File: src/rtl/ssd_score_display.sv
// Score-to-seven-segment driver: sequential double-dabble BCD conversion followed by
// a 4-digit multiplexed scan with optional leading-zero blanking and an overflow dot.
module ssd_score_display #(
   parameter int SCAN_BITS = 18,
   parameter bit BLANK_LZ  = 1'b1
) (
   input  logic        ClkPort,
   input  logic        Reset,
   input  logic [15:0] score,
   input  logic        load,
   output logic        busy,
   output logic        overflow,
   output logic [3:0]  anode,
   output logic [6:0]  ssd,
   output logic        dp
);

   typedef enum logic [1:0] {IDLE, CONV, DONE} state_t;

   state_t         state, state_nxt;
   logic [15:0]    bin, bcd, bcd_adj, disp_bcd, pend_val, src, src_clamp;
   logic [4:0]     cnt;
   logic           pending;
   logic [SCAN_BITS-1:0] scan;
   logic [1:0]     digit;
   logic [3:0]     nib;
   logic           blank;
   logic [6:0]     seg;

   always_ff @(posedge ClkPort or posedge Reset) begin
      if (Reset) state <= IDLE;
      else       state <= state_nxt;
   end

   always_comb begin
      state_nxt = state;
      case (state)
         IDLE:    if (load || pending) state_nxt = CONV;
         CONV:    if (cnt == 5'd1)     state_nxt = DONE;
         DONE:    state_nxt = IDLE;
         default: state_nxt = IDLE;
      endcase
   end

   // A fresh load beats a buffered one
   assign src       = load ? score : pend_val;
   assign src_clamp = (src > 16'd9999) ? 16'd9999 : src;

   always_comb begin
      bcd_adj = bcd;
      for (int i = 0; i < 4; i++)
         if (bcd[i*4 +: 4] >= 4'd5) bcd_adj[i*4 +: 4] = bcd[i*4 +: 4] + 4'd3;
   end

   always_ff @(posedge ClkPort or posedge Reset) begin
      if (Reset) begin
         bin      <= '0;
         bcd      <= '0;
         cnt      <= '0;
         busy     <= 1'b0;
         overflow <= 1'b0;
         disp_bcd <= '0;
         pending  <= 1'b0;
         pend_val <= '0;
      end else begin
         case (state)
            IDLE: if (load || pending) begin
               bin      <= src_clamp;
               overflow <= (src > 16'd9999);
               bcd      <= '0;
               cnt      <= 5'd16;
               busy     <= 1'b1;
               pending  <= 1'b0;
            end
            CONV: begin
               {bcd, bin} <= {bcd_adj[14:0], bin, 1'b0};
               cnt        <= cnt - 5'd1;
            end
            DONE: begin
               disp_bcd <= bcd;
               busy     <= 1'b0;
            end
            default: ;
         endcase
         // Loads arriving mid-conversion are buffered; the latest one wins
         if (state != IDLE && load) begin
            pending  <= 1'b1;
            pend_val <= score;
         end
      end
   end

   assign digit = scan[SCAN_BITS-1 -: 2];
   assign nib   = disp_bcd[digit*4 +: 4];

   always_comb begin
      blank = 1'b0;
      if (BLANK_LZ) begin
         case (digit)
            2'd3: blank = (disp_bcd[15:12] == 4'd0);
            2'd2: blank = (disp_bcd[15:8]  == 8'd0);
            2'd1: blank = (disp_bcd[15:4]  == 12'd0);
            default: blank = 1'b0;
         endcase
      end
   end

   always_comb begin
      case (nib)
         4'd0:    seg = 7'b1000000;
         4'd1:    seg = 7'b1111001;
         4'd2:    seg = 7'b0100100;
         4'd3:    seg = 7'b0110000;
         4'd4:    seg = 7'b0011001;
         4'd5:    seg = 7'b0010010;
         4'd6:    seg = 7'b0000010;
         4'd7:    seg = 7'b1111000;
         4'd8:    seg = 7'b0000000;
         4'd9:    seg = 7'b0010000;
         default: seg = 7'b1111111;
      endcase
   end

   always_ff @(posedge ClkPort or posedge Reset) begin
      if (Reset) begin
         scan  <= '0;
         anode <= 4'b1111;
         ssd   <= 7'b1111111;
         dp    <= 1'b1;
      end else begin
         scan  <= scan + 1'b1;
         anode <= blank ? 4'b1111 : ~(4'b0001 << digit);
         ssd   <= blank ? 7'b1111111 : seg;
         dp    <= ~((digit == 2'd3) && overflow);
      end
   end

endmodule
File: config.mk
export PLATFORM = sky130hd
export DESIGN_NAME = ssd_score_display
export DESIGN_NICKNAME = d
export VERILOG_FILES = /design/src/rtl/ssd_score_display.sv
export SDC_FILE = /design/constraint.sdc
export NUM_CORES = 1
export LEC_CHECK = 0
export CELL_PAD_IN_SITES_DETAIL_PLACEMENT = 1
export CELL_PAD_IN_SITES_GLOBAL_PLACEMENT = 1
export CORE_ASPECT_RATIO = 0.9
export CORE_MARGIN = 2
export CORE_UTILIZATION = 25
export CTS_CLUSTER_DIAMETER = 120
export CTS_CLUSTER_SIZE = 16
export DETAILED_ROUTE_END_ITERATION = 7
export GPL_TIMING_DRIVEN = 0
export PLACE_DENSITY_LB_ADDON = 0.1
export SLEW_MARGIN = 20
export SYNTH_ARGS = -nofsm -noshare
export SYNTH_HDL_FRONTEND = slang
export SYNTH_SLANG_ARGS = --single-unit
File: constraint.sdc
create_clock -name ClkPort -period 5.55 [get_ports ClkPort]
set_input_delay 1.11 -clock ClkPort [delete_from_list [all_inputs] [get_ports ClkPort]]
set_output_delay 1.11 -clock ClkPort [all_outputs]
set_load 0.005 [all_outputs]
== After elaboration in Yosys (flattened, before gate mapping) ==
Memories as Yosys holds them, arrays and structs flattened.
Cells that the tools add are included.

* Input bits: 19
* ROM bits: 112
* Flip-flop bits (word level): 104
* Memories: 1

* Muxes and demuxes: 23
* Bitwise logic cells: 2
* Reductions and logical operators: 17
* Order comparisons: 5
* Add/sub/neg operators: 6
* Eq/ne operators: 8
* Shift operators: 2

{| class="wikitable"
|+ Memory list
! memory !! depth !! bits a word !! read ports !! clocked after Yosys merged registers in !! write ports !! line !! RTL
|-
| (no name shown) || 16 || 7 || 1 || 0 || 0 || 109 || <nowiki>case (nib)</nowiki>
|}

{| class="wikitable"
|+ Operator list
! operator !! count
|-
| 2-to-1 mux 16 bit || 4
|-
| one-hot mux 16 bit (2 select lines) || 2
|-
| adder 18 x 1 -> 18 bit (second input constant) || 1
|-
| greater-or-equal comparator 4 x 3 -> 1 bit (second input constant) || 4
|-
| greater-than comparator 16 x 14 -> 1 bit (second input constant) || 1
|-
| 2-to-1 mux 4 bit || 4
|-
| variable part select 16 x 5 -> 4 bit || 1
|-
| adder 4 x 2 -> 4 bit (second input constant) || 3
|-
| logical NOT 12 bit || 1
|-
| one-hot mux 5 bit (2 select lines) || 1
|-
| AND reduction 2 bit || 5
|-
| nonzero test 2 bit || 5
|-
| logical NOT 8 bit || 1
|-
| 2-to-1 mux 7 bit || 1
|-
| == test 2 bit (second input constant) || 3
|-
| == test 5 x 1 -> 1 bit (second input constant) || 1
|-
| 2-to-1 mux 5 bit || 1
|-
| subtractor 5 x 1 -> 5 bit (second input constant) || 1
|-
| == test 2 x 1 -> 1 bit (second input constant) || 2
|-
| logical NOT 4 bit || 1
|-
| 2-to-1 mux 1 bit || 4
|-
| 2-to-1 mux 2 bit || 2
|-
| != test 2 bit (second input constant) || 2
|-
| NOT 4 bit || 1
|-
| other kinds (10) || 11
|}

== Longest topological paths before layout ==
* Word-level depth: 5
* Mapped depth: 8

== Worst setup path after synthesis ==
Ideal clock, no wire load.

* Path type: in2reg
* Start point: in load
* End point: reg bin[8]
* Arrival time: 2.121 ns
* Stages: 5
* Library setup time: 0.152 ns
* Buffers on the path: 1
* Setup slack: 3.277 ns
* Cells stage by stage: buf_2 nor3b_1 o32ai_1 a21oi_1 a41oi_1

* Word-level cells in the longest chain between the ends: 5
* Elaborated cells between the ends (all ways): 8

{| class="wikitable"
|+ RTL lines
! what !! line !! RTL
|-
| from (decl) || 10 || <nowiki>input logic load,</nowiki>
|-
| 2-to-1 mux 16 bit || 46 || <nowiki>assign src = load ? score : pend_val;</nowiki>
|-
| greater-than comparator 16 x 14 -> 1 bit || 47 || <nowiki>assign src_clamp = (src > 16'd9999) ? 16'd9999 : src;</nowiki>
|-
| 2-to-1 mux 16 bit || 47 ||
|-
| 2-to-1 mux 16 bit || 67 || <nowiki>IDLE: if (load || pending) begin</nowiki>
|-
| one-hot mux 16 bit (2 select lines) || 66 || <nowiki>case (state)</nowiki>
|-
| to (signal assigned) || 68 || <nowiki>bin <= src_clamp;</nowiki>
|-
| to (signal assigned) || 76 || <nowiki>{bcd, bin} <= {bcd_adj[14:0], bin, 1'b0};</nowiki>
|-
| to (decl) || 21 || <nowiki>logic [15:0] bin, bcd, bcd_adj, disp_bcd, pend_val, src, src_clamp;</nowiki>
|}

Several ways; a longest one is shown, not always the timed one. The select of a mux whose other input is x is not followed.
A chain may end at the register's enable or synchronous reset.

== Final worst setup path ==
Same ends and word-level chain as after synthesis.

==> flow_summary.json <==
{
  "period_needed_ps": 3060,
  "chipWidth_um": 151,
  "p_leak_nw": 2.45,
  "status": "completed",
  "initial_core_util_pct": 25.5,
  "rows": 48,
  "pre_cts_slack_ps": 2110,
  "timing.final.ws_setup_ps": 2490,
  "relSlewSlack_pct": 39.7,
  "antenna_found_initial": 0,
  "grt_max_degree": 69,
  "grt_pass1_vias": 3708,
  "synth_seq_area_share_pct": 53.6,
  "first_pass_iters": 4,
  "wl_per_cell_um": 16.6,
  "final_cell_mix": "92 x dfrtp_1, 32 x clkdlybuf4s50_1, 25 x o21ai_0, 25 x mux2_2, 21 x nand2_1",
  "netlist_area_um2": 4880,
  "synth_edf_count": 0,
  "gr-total-overflow": 0,
  "cts_setup_buffers": 0,
  "cp.arrival_ps": 3250,
  "synth_cell_types": 48,
  "route.detailed.drc": 0,
  "routabilityCongestion": 0.703,
  "n_antenna_cell": 0,
  "cp-end-kind": "register",
  "hold_path.class": "reg2reg",
  "io_buffers": 32,
  "cts_tree": "yes",
  "syn_avg_cell_area_um2": 11.6,
  "yosys_most_used_dff": "dfrtp_1",
  "path_cells": "clkdlybuf4s50_1, buf_2, nor3b_1, o32ai_1, a21oi_1, a41oi_1",
  "clkSinkCount": 104,
  "numCtsBuffers": 9,
  "insertion_delay_ps": 350,
  "maxCapViolCount": 0,
  "die-height_um": 137,
  "die-area_um2": 20700,
  "ys.warnings.count": 0,
  "setup.worst_path.start_class": "primary input",
  "cts_repair_resize_count": 0,
  "dp_hpwl_um": 8800,
  "viasPerCell": 4.84,
  "h-tree-depth": 3,
  "drive_above_1_share_pct": 14.7,
  "postPlaceCellArea_um2": 5550,
  "areaGrowthSynthToFinish_pct": 19.1,
  "grt_pass1_wl_um": 19800,
  "drt.antenna.violating_nets": 0,
  "vdd_drop_max_mv": 0.174,
  "rsz0062_at_grt": "no",
  "vias": 3483,
  "cts_buffer_depth": 2,
  "drtIter0Drc": 112,
  "cpPeakStageDelay_ps": 620,
  "gr-usage-all-layers_pct": 12.6,
  "cts_hold_buf": 0,
  "path_clk_slew_ps": 70,
  "layout_commonest_cell": "dfrtp_1",
  "postLayoutCoreUtil_pct": 30.3,
  "min_period_over_period_pct": 55.1,
  "setup_viol": 0,
  "synth-seq-cells": 104,
  "worstPathMaxFanout": 10,
  "reg2reg_slack_ps": 3380,
  "drv_slew": 0,
  "p_per_area_nw_per_um2": 489,
  "achievable-frequency_mhz": 327,
  "ioPinCount": 33,
  "criticalPathCategory": "in2reg",
  "critical-path-top-delay-family": "compound AO/OA/AOI/OAI gates",
  "postSynth.asyncResetShare_pct": 100,
  "required_ps": 5740,
  "crit_path_top_delay_cell": "a21oi_1",
  "drt-total-wl_um": 12000,
  "clock_skew_ps": 8.90,
  "final_nets": 501,
  "root_buffer": "clkbuf_16",
  "worst_pin_slew_ps": 899,
  "coreArea_um2": 19200,
  "syn_inst": 422,
  "critPathBufInv": 2,
  "syn-num-nets": 457,
  "hold_viol_final": 0,
  "fin_area_um2": 5810
}
## worst paths after layout
kind / startpoint / to / cells past startpoint
worst max-delay path: load / bin[8] / 6
worst min-delay path: scan[5] / scan[5] / 1
worst max register to register: scan[16] / ssd[4] / 8
worst min register to register: scan[5] / scan[5] / 1
max in group asynchronous: Reset / scan[7] / 3
min in group asynchronous: Reset / cnt[4] / 2
## report_power, final
| group | switching, mW | internal (mW) |
|---|---|---|
| Combinational | 0.546 | 0.486 |
| Clock | 0.281 | 0.314 |
| Sequential | 0.189 | 1.03 |
| Total | 1.02 | 1.83 |
## layer usage
metal	wire length, um	global-route usage [%]	vias to the layer above
li1	-	-	1624
met2	5550	19.7	44
met5	0	0	-
met1	5930	17.3	1805
met3	337	2.83	10
met4	162	3.89	0
## synth_stat cells (all sizes together), types with 3 or more instances
cell type / instances / share of area [%]
nor2: 15 / 1.2
inv: 17 / 1.3
a21oi: 16 / 1.6
ha: 16 / 4.1
xnor2: 17 / 3.0
a31oi: 5 / 0.64
nand2b: 9 / 1.2
mux2i: 12 / 2.5
nor3b: 5 / 0.77
a22o: 6 / 1.1
buf: 12 / 1.3
o22ai: 9 / 1.2
o31ai: 9 / 1.4
or2: 3 / 0.38
clkbuf: 9 / 0.69
nand3: 13 / 1.3
nor2b: 6 / 0.77
o21ai: 27 / 2.8
nor4: 4 / 0.51
dfstp: 12 / 6.5
mux4: 4 / 2.1
mux2: 26 / 6.1
xor2: 6 / 1.1
nand2: 21 / 1.6
a221oi: 10 / 1.8
a32o: 3 / 0.62
dfrtp: 92 / 47
nand4: 4 / 0.51
nor3: 7 / 0.72
a22oi: 9 / 1.4
## state kept, by name, indices dropped and copies added (netlist names)
register / flops
scan: 18
busy: 1
anode: 4
disp_bcd: 16
dp: 1
bcd: 16
overflow: 1
pend_val: 16
cnt: 5
pending: 1
ssd: 7
state: 2
bin: 16
## through the flow
stage | TNS (ps) | power, mW | std cells | hold slack [ps]
finish | 0 | 2.84 | 720 | 470
global route | 0 | 3.09 | 720 | 500
CTS | 0 | 2.90 | 720 | 474
detailed placement | 0 | 2.28 | 705 | 462
global placement | -12770 | 2.25 | 704 | 456
floorplan | 0 | 1.92 | 422 | 438
## cell type report
cell class                      count  area, um2
Buffer                             21       98.8
Clock buffer                       12        246
Clock inverter                      3       18.8
Fill cell                        2113      13300
Inverter                           17       68.8
Multi-Input combinational cell    280       2100
Sequential cell                   104       2620
Tap cell                          250        313
Timing Repair Buffer               33        348
## cell families (layout without fill, tap and decap cells)
| group | count (synthesis) | after routing | share of synthesized area [%] |
|---|---|---|---|
| mux | 42 | 42 | 10.6 |
| flops | 104 | 104 | 53.6 |
| fa+ha+maj | 16 | 16 | 4.10 |
| simple gates | 100 | 100 | 10.9 |
| compound gates | 99 | 99 | 13.3 |
| buf+inv | 38 | 86 | 3.33 |
| xor+xnor | 23 | 23 | 4.13 |
No activity file was read; power rests on OpenSTA's default activity.
